===== config.mk =====
export PLATFORM = sky130hd
export DESIGN_NAME = fifo_pop_packer
export DESIGN_NICKNAME = d
export VERILOG_FILES = /design/src/rtl/fifo_pop_packer.sv
export SDC_FILE = /design/constraint.sdc
export NUM_CORES = 1
export LEC_CHECK = 0
export BUFFER_PORTS_ARGS = -buffer_cell sky130_fd_sc_hd__buf_2
export CORE_ASPECT_RATIO = 1.5
export CORE_UTILIZATION = 40
export DETAILED_ROUTE_END_ITERATION = 10
export SYNTH_ARGS = -nofsm -noshare
export SYNTH_HDL_FRONTEND = slang
export SYNTH_SLANG_ARGS = --single-unit

===== constraint.sdc =====
create_clock -name clk_i -period 1.8 [get_ports clk_i]
set_input_delay 0.09 -clock clk_i [delete_from_list [all_inputs] [get_ports clk_i]]
set_output_delay 0.09 -clock clk_i [all_outputs]
set_load 0.005 [all_outputs]

===== src/rtl/fifo_pop_packer.sv =====
`default_nettype none
// ============================================================================
// Module   : fifo_pop_packer
// Brief    : Pops words from an upstream FIFO and packs PACK_RATIO of them
//            into one strobed output beat, with an idle timeout for partials.
// Revision : 1.0 - initial release
// ============================================================================
module fifo_pop_packer #(
  parameter int DATA_WIDTH = 32,
  parameter int PACK_RATIO = 4,
  parameter int TIMEOUT    = 16
) (
  input  logic                             clk_i,
  input  logic                             rst_ni,
  input  logic                             flush_i,
  input  logic                             fifo_empty_i,
  input  logic [DATA_WIDTH-1:0]            fifo_data_i,
  output logic                             fifo_pop_o,
  output logic [DATA_WIDTH*PACK_RATIO-1:0] data_o,
  output logic [PACK_RATIO-1:0]            strb_o,
  output logic                             valid_o,
  input  logic                             ready_i
);

  localparam int CNT_W  = ($clog2(PACK_RATIO) > 0) ? $clog2(PACK_RATIO) : 1;
  localparam int IDLE_W = ($clog2(TIMEOUT + 1) > 0) ? $clog2(TIMEOUT + 1) : 1;

  localparam logic [CNT_W-1:0]  c_last_lane = CNT_W'(PACK_RATIO - 1);
  localparam logic [IDLE_W-1:0] c_timeout   = IDLE_W'(TIMEOUT);
  localparam bit                c_to_en     = (TIMEOUT != 0);

  typedef enum logic [0:0] {
    FILL = 1'b0,
    SEND = 1'b1
  } state_t;

  state_t                           r_state;
  logic [CNT_W-1:0]                 r_cnt;
  logic [IDLE_W-1:0]                r_idle;
  logic [PACK_RATIO-1:0]            r_strb;
  logic [DATA_WIDTH*PACK_RATIO-1:0] r_data;

  logic                  w_pop;
  logic                  w_timeout_hit;
  logic [PACK_RATIO-1:0] w_lane_sel;

  // Reset gates the pop so the upstream FIFO is never drained during reset.
  always_comb begin
    w_pop = rst_ni && !flush_i && !fifo_empty_i && ((r_state == FILL) || ready_i);
  end

  always_comb begin
    w_timeout_hit = c_to_en && ((r_idle + IDLE_W'(1)) == c_timeout);
  end

  // A pop during the SEND handshake always starts the next beat in lane 0.
  always_comb begin
    w_lane_sel = '0;
    if (r_state == SEND) begin
      w_lane_sel = PACK_RATIO'(1);
    end else begin
      for (int l = 0; l < PACK_RATIO; l++) begin
        if (r_cnt == CNT_W'(l)) begin
          w_lane_sel[l] = 1'b1;
        end
      end
    end
  end

  always_ff @(posedge clk_i or negedge rst_ni) begin
    if (!rst_ni) begin
      r_state <= FILL;
      r_cnt   <= '0;
      r_idle  <= '0;
      r_strb  <= '0;
      r_data  <= '0;
    end else if (flush_i) begin
      r_state <= FILL;
      r_cnt   <= '0;
      r_idle  <= '0;
      r_strb  <= '0;
      r_data  <= '0;
    end else begin
      case (r_state)
        FILL: begin
          if (w_pop) begin
            for (int l = 0; l < PACK_RATIO; l++) begin
              if (w_lane_sel[l]) begin
                r_data[l*DATA_WIDTH +: DATA_WIDTH] <= fifo_data_i;
              end
            end
            r_strb <= r_strb | w_lane_sel;
            r_idle <= '0;
            if (r_cnt == c_last_lane) begin
              r_cnt   <= '0;
              r_state <= SEND;
            end else begin
              r_cnt <= r_cnt + CNT_W'(1);
            end
          end else if ((r_cnt != '0) && c_to_en) begin
            // Idle count stops at TIMEOUT because the beat leaves FILL here.
            r_idle <= r_idle + IDLE_W'(1);
            if (w_timeout_hit) begin
              r_cnt   <= '0;
              r_state <= SEND;
            end
          end
        end
        SEND: begin
          if (ready_i) begin
            r_state <= FILL;
            r_idle  <= '0;
            r_cnt   <= '0;
            r_strb  <= '0;
            r_data  <= '0;
            if (w_pop) begin
              r_data[DATA_WIDTH-1:0] <= fifo_data_i;
              r_strb                 <= w_lane_sel;
              r_cnt                  <= CNT_W'(1);
            end
          end
        end
        default: begin
          r_state <= FILL;
        end
      endcase
    end
  end

  assign fifo_pop_o = w_pop;
  assign data_o     = r_data;
  assign strb_o     = r_strb;
  assign valid_o    = (r_state == SEND);

endmodule
`default_nettype wire


==> impl_results.md <==
- Final Slew Violations: 0
- Crit path max-delay family: flip-flops
- Initial Utilization: between 40% and 50%
- Async set or reset register ratio after synthesis: 100%
- Worst hold start: flush_i
- Clock Latency Late Sink: ~0.42 ns
- Syn Area/Cell: 14.8 um2
- Post-CTS Setup Bufs: 0
- Antenna Nets Post-Route: 0
- Slowest Stage Delay on Critical Path: 0.38 ns
- DP Wirelength: 9780 um
- Clock Tree Buf Depth: 2
- Total wire length: 14500 um
- Maximum VDD drop: 640 uV
- Ant. Diodes: 0
- CP startpoint: r_cnt[0]
- Final std cells w/o fill: 812
- HP Class: in -> reg
- CTS tree: yes
- CTS HTree Levels: 4
- Hold Vio Cnt, Final: 0
- Gpl congestion: 0.814
- Initial antenna violation count: 0
- WP data required: between 2 and 2.5 ns
- Drt first-iter violations: 96
- Post-Synth Adder-Cell Area: 1.09%
- Post-route setup slack: 0.0987 ns
- Status: finished, final reports clean
- First-pass GRT wire length: 22700 um
- Ys flop type: dfrtp_1
- DR vias: between 4000 and 5000
- Total grt overflow: 0
- Tot GR Track Use: 20.6%
- Placed Area: 6930 um2
- Die Y: about 150 um
- PD cells: 1020 nW/um2
- Final setup fails: 0
- CP endpoint kind: register
- Worst path cell trace: buf_4 -> ha_1 -> a21oi_4 -> buf_4 -> mux2_1
- Syn nets: 429
- Avg WL per Cell: roughly 18 um
- Setup crit start kind: register
- Worst Path Buf+Inv: 2
- Leak Pwr: roughly 4.1 nW
- Mapped Cells: 387
- Worst Max-Slew Pin Slew: around 0.84 ns
- I/O pins: 171
- Post-DR vias/cell: ~4.9
- Tot Pwr: 8.03 mW
- Number of buffers created by CTS: 17
- 1st-pass router iterations: 7
- Seq/Total Area, Yosys: 61.1%
- Post-place setup slack: -0.111 ns
- Fin crit period: 1.70 ns
- Crit path arrival time: 2.00 ns
- CP dominant cell by count: buf_4
- Layout cell share with drive strength beyond 1: 39.2%
- Synthesized flop and latch total: 140
- DRC Markers: 0
- Synth Area in Compound Gates: a little under 9%
- Largest net degree at the start of global routing: 141
- CP max stage cell: dfrtp_1
- Yosys Warn Count: 0
- Post-route setup TNS: 0 ns
- # rows: 53
- Finished Cell Area: 7900 um2
- Die X: 99.8 um
- Worst Skew: 0.00486 ns
- EDFF count, synth: 0
- Xor and xnor area share after synthesis: 0.306%
- Max_slew headroom: 43.7%
- Root buf cell: clkbuf_16
- Worst r2r src: r_cnt[0]
- CP max FO: 8
- Post-placement cell count: 747
- Period Utilization, post-route: 94.5%
- Post-synthesis mux area share: 19.1%
- Crit path kind: reg -> reg
- Vias in the first global route: 4270
- Fin nets: 649
- Area Overhead vs Synth: 37.7%
- CTS sink count: 140
- Max Cap Viol: 0
- Main combinational cell family by area after synthesis: multiplexers
- Placeable Area: 14000 um2
- Port-buffer cells: 170
- Die area: 14800 um2
- Synth Area in Simple Gates: 6.42%
- RSZ-0062 raised after global routing: false
- Synth Cell Area: 5730 um2
- Synth unique cells: 37
- Reg clk slew, reported paths: 0.06 ns
- FMAX: 588 MHz
==> what timing repair did <==
action | CTS | global route
resized for setup | 3 | 4
endpoints found under the setup margin | 33 | 44
gates cloned | 1 | 0
hold endpoints to repair | 171 | 0
pin swaps | 0 | 2
hold buffers | 32 | 0
==> state kept, by name, indices dropped and copies added, names as in the netlist <==
signal and cells:
r_idle 5, strb_o 4, data_o 128, r_cnt 2, valid_o 1
==> routing by layer <==
layer  GRT usage, %  wire length [um]  vias up
li1               -                 -     1832
met1           23.3              5650     2027
met2           36.3              7850      126
met3           6.30               745       20
met4           7.79               232        0
met5              0                 0        -
==> logic make-up (layout without fill, tap and decap cells) <==
logic type / Yosys count / after routing
flip-flops: 140 / 140
multiplexers: 97 / 97
AO/OA/AOI/OAI: 58 / 59
AND/OR/NAND/NOR: 58 / 58
buffers and inverters: 27 / 259
adder cells (fa/ha/maj): 5 / 5
XOR/XNOR: 2 / 2
==> cells in the final DEF (no fill, tap or decap), types with 2 or more instances in the layout <==
master,netlist,layout
mux2_1,90,90
buf_4,1,11
nor2_1,5,4
a21oi_4,3,5
clkinv_2,0,2
xnor2_1,2,2
clkbuf_16,0,17
a32o_1,2,2
buf_12,0,8
inv_1,5,5
nor3_1,3,2
dlygate4sd3_1,0,32
dfrtp_1,140,140
ha_1,5,4
nand2_1,3,3
nor2_4,1,2
buf_2,7,169
o2bb2ai_1,4,4
mux2_2,7,7
a21oi_1,6,5
clkbuf_1,4,2
and2_1,36,36
a22o_1,36,36
bufinv_16,0,3
clkinvlp_4,0,4
clkinv_4,0,2
==> worst register-to-register path: stages (launching register included) <==
cell,delay (ns)
dfrtp_1,0.38
buf_4,0.15
ha_1,0.28
a21oi_4,0.21
buf_4,0.22
mux2_1,0.34
==> synth_stat cells, types with 2 or more instances <==
cell	n	area (um2)
dfrtp_1	140	3500
mux2_1	90	1010
a22o_1	36	315
and2_1	36	225
buf_6	9	101
buf_2	7	35.0
mux2_2	7	78.8
a21oi_1	6	30.0
ha_1	5	62.6
inv_1	5	18.8
nor2_1	5	18.8
clkbuf_1	4	15.0
o2bb2ai_1	4	35.0
a21oi_4	3	48.8
nand2_1	3	11.3
nor3_1	3	15.0
a32o_1	2	20.0
nor2b_1	2	12.5
xnor2_1	2	17.5
==> final cells by class <==
cell class | count | area (um2)
timing repair buffer | 221 | 1420
multi-input combinational | 221 | 2110
clock buffer | 19 | 433
clock inverter | 13 | 168
inverter | 6 | 22.5
fill | 1199 | 6100
tap | 192 | 240
sequential | 140 | 3500
==> final timing paths <==
check | cells past startpoint | slack, ns | end
min in group asynchronous | 3 | 0.27 | data_o[33]
setup / recovery | 5 | 0.1 | data_o[107]
hold / removal | 2 | 0.05 | strb_o[0]
max in group asynchronous | 3 | 0.82 | data_o[97]
setup reg to reg | 5 | 0.1 | data_o[107]
hold reg to reg | 1 | 0.48 | data_o[110]
==> stage by stage <==
step | utilization, % | hold slack [ns]
detailed placement | 49.5 | 0.281
floorplan | - | -0.206
global route | 56.4 | 0.0567
finish | 56.4 | 0.0472
CTS | 56.3 | 0.0216
global placement | 49.5 | 0.273
==> power breakdown <==
part           internal [mW]  total, mW  switching [mW]
logic                  0.490      0.968           0.478
clock network           2.19       3.55            1.36
registers               3.39       3.51           0.126
total                   6.07       8.03            1.97
(Power assumes the default switching activity.)
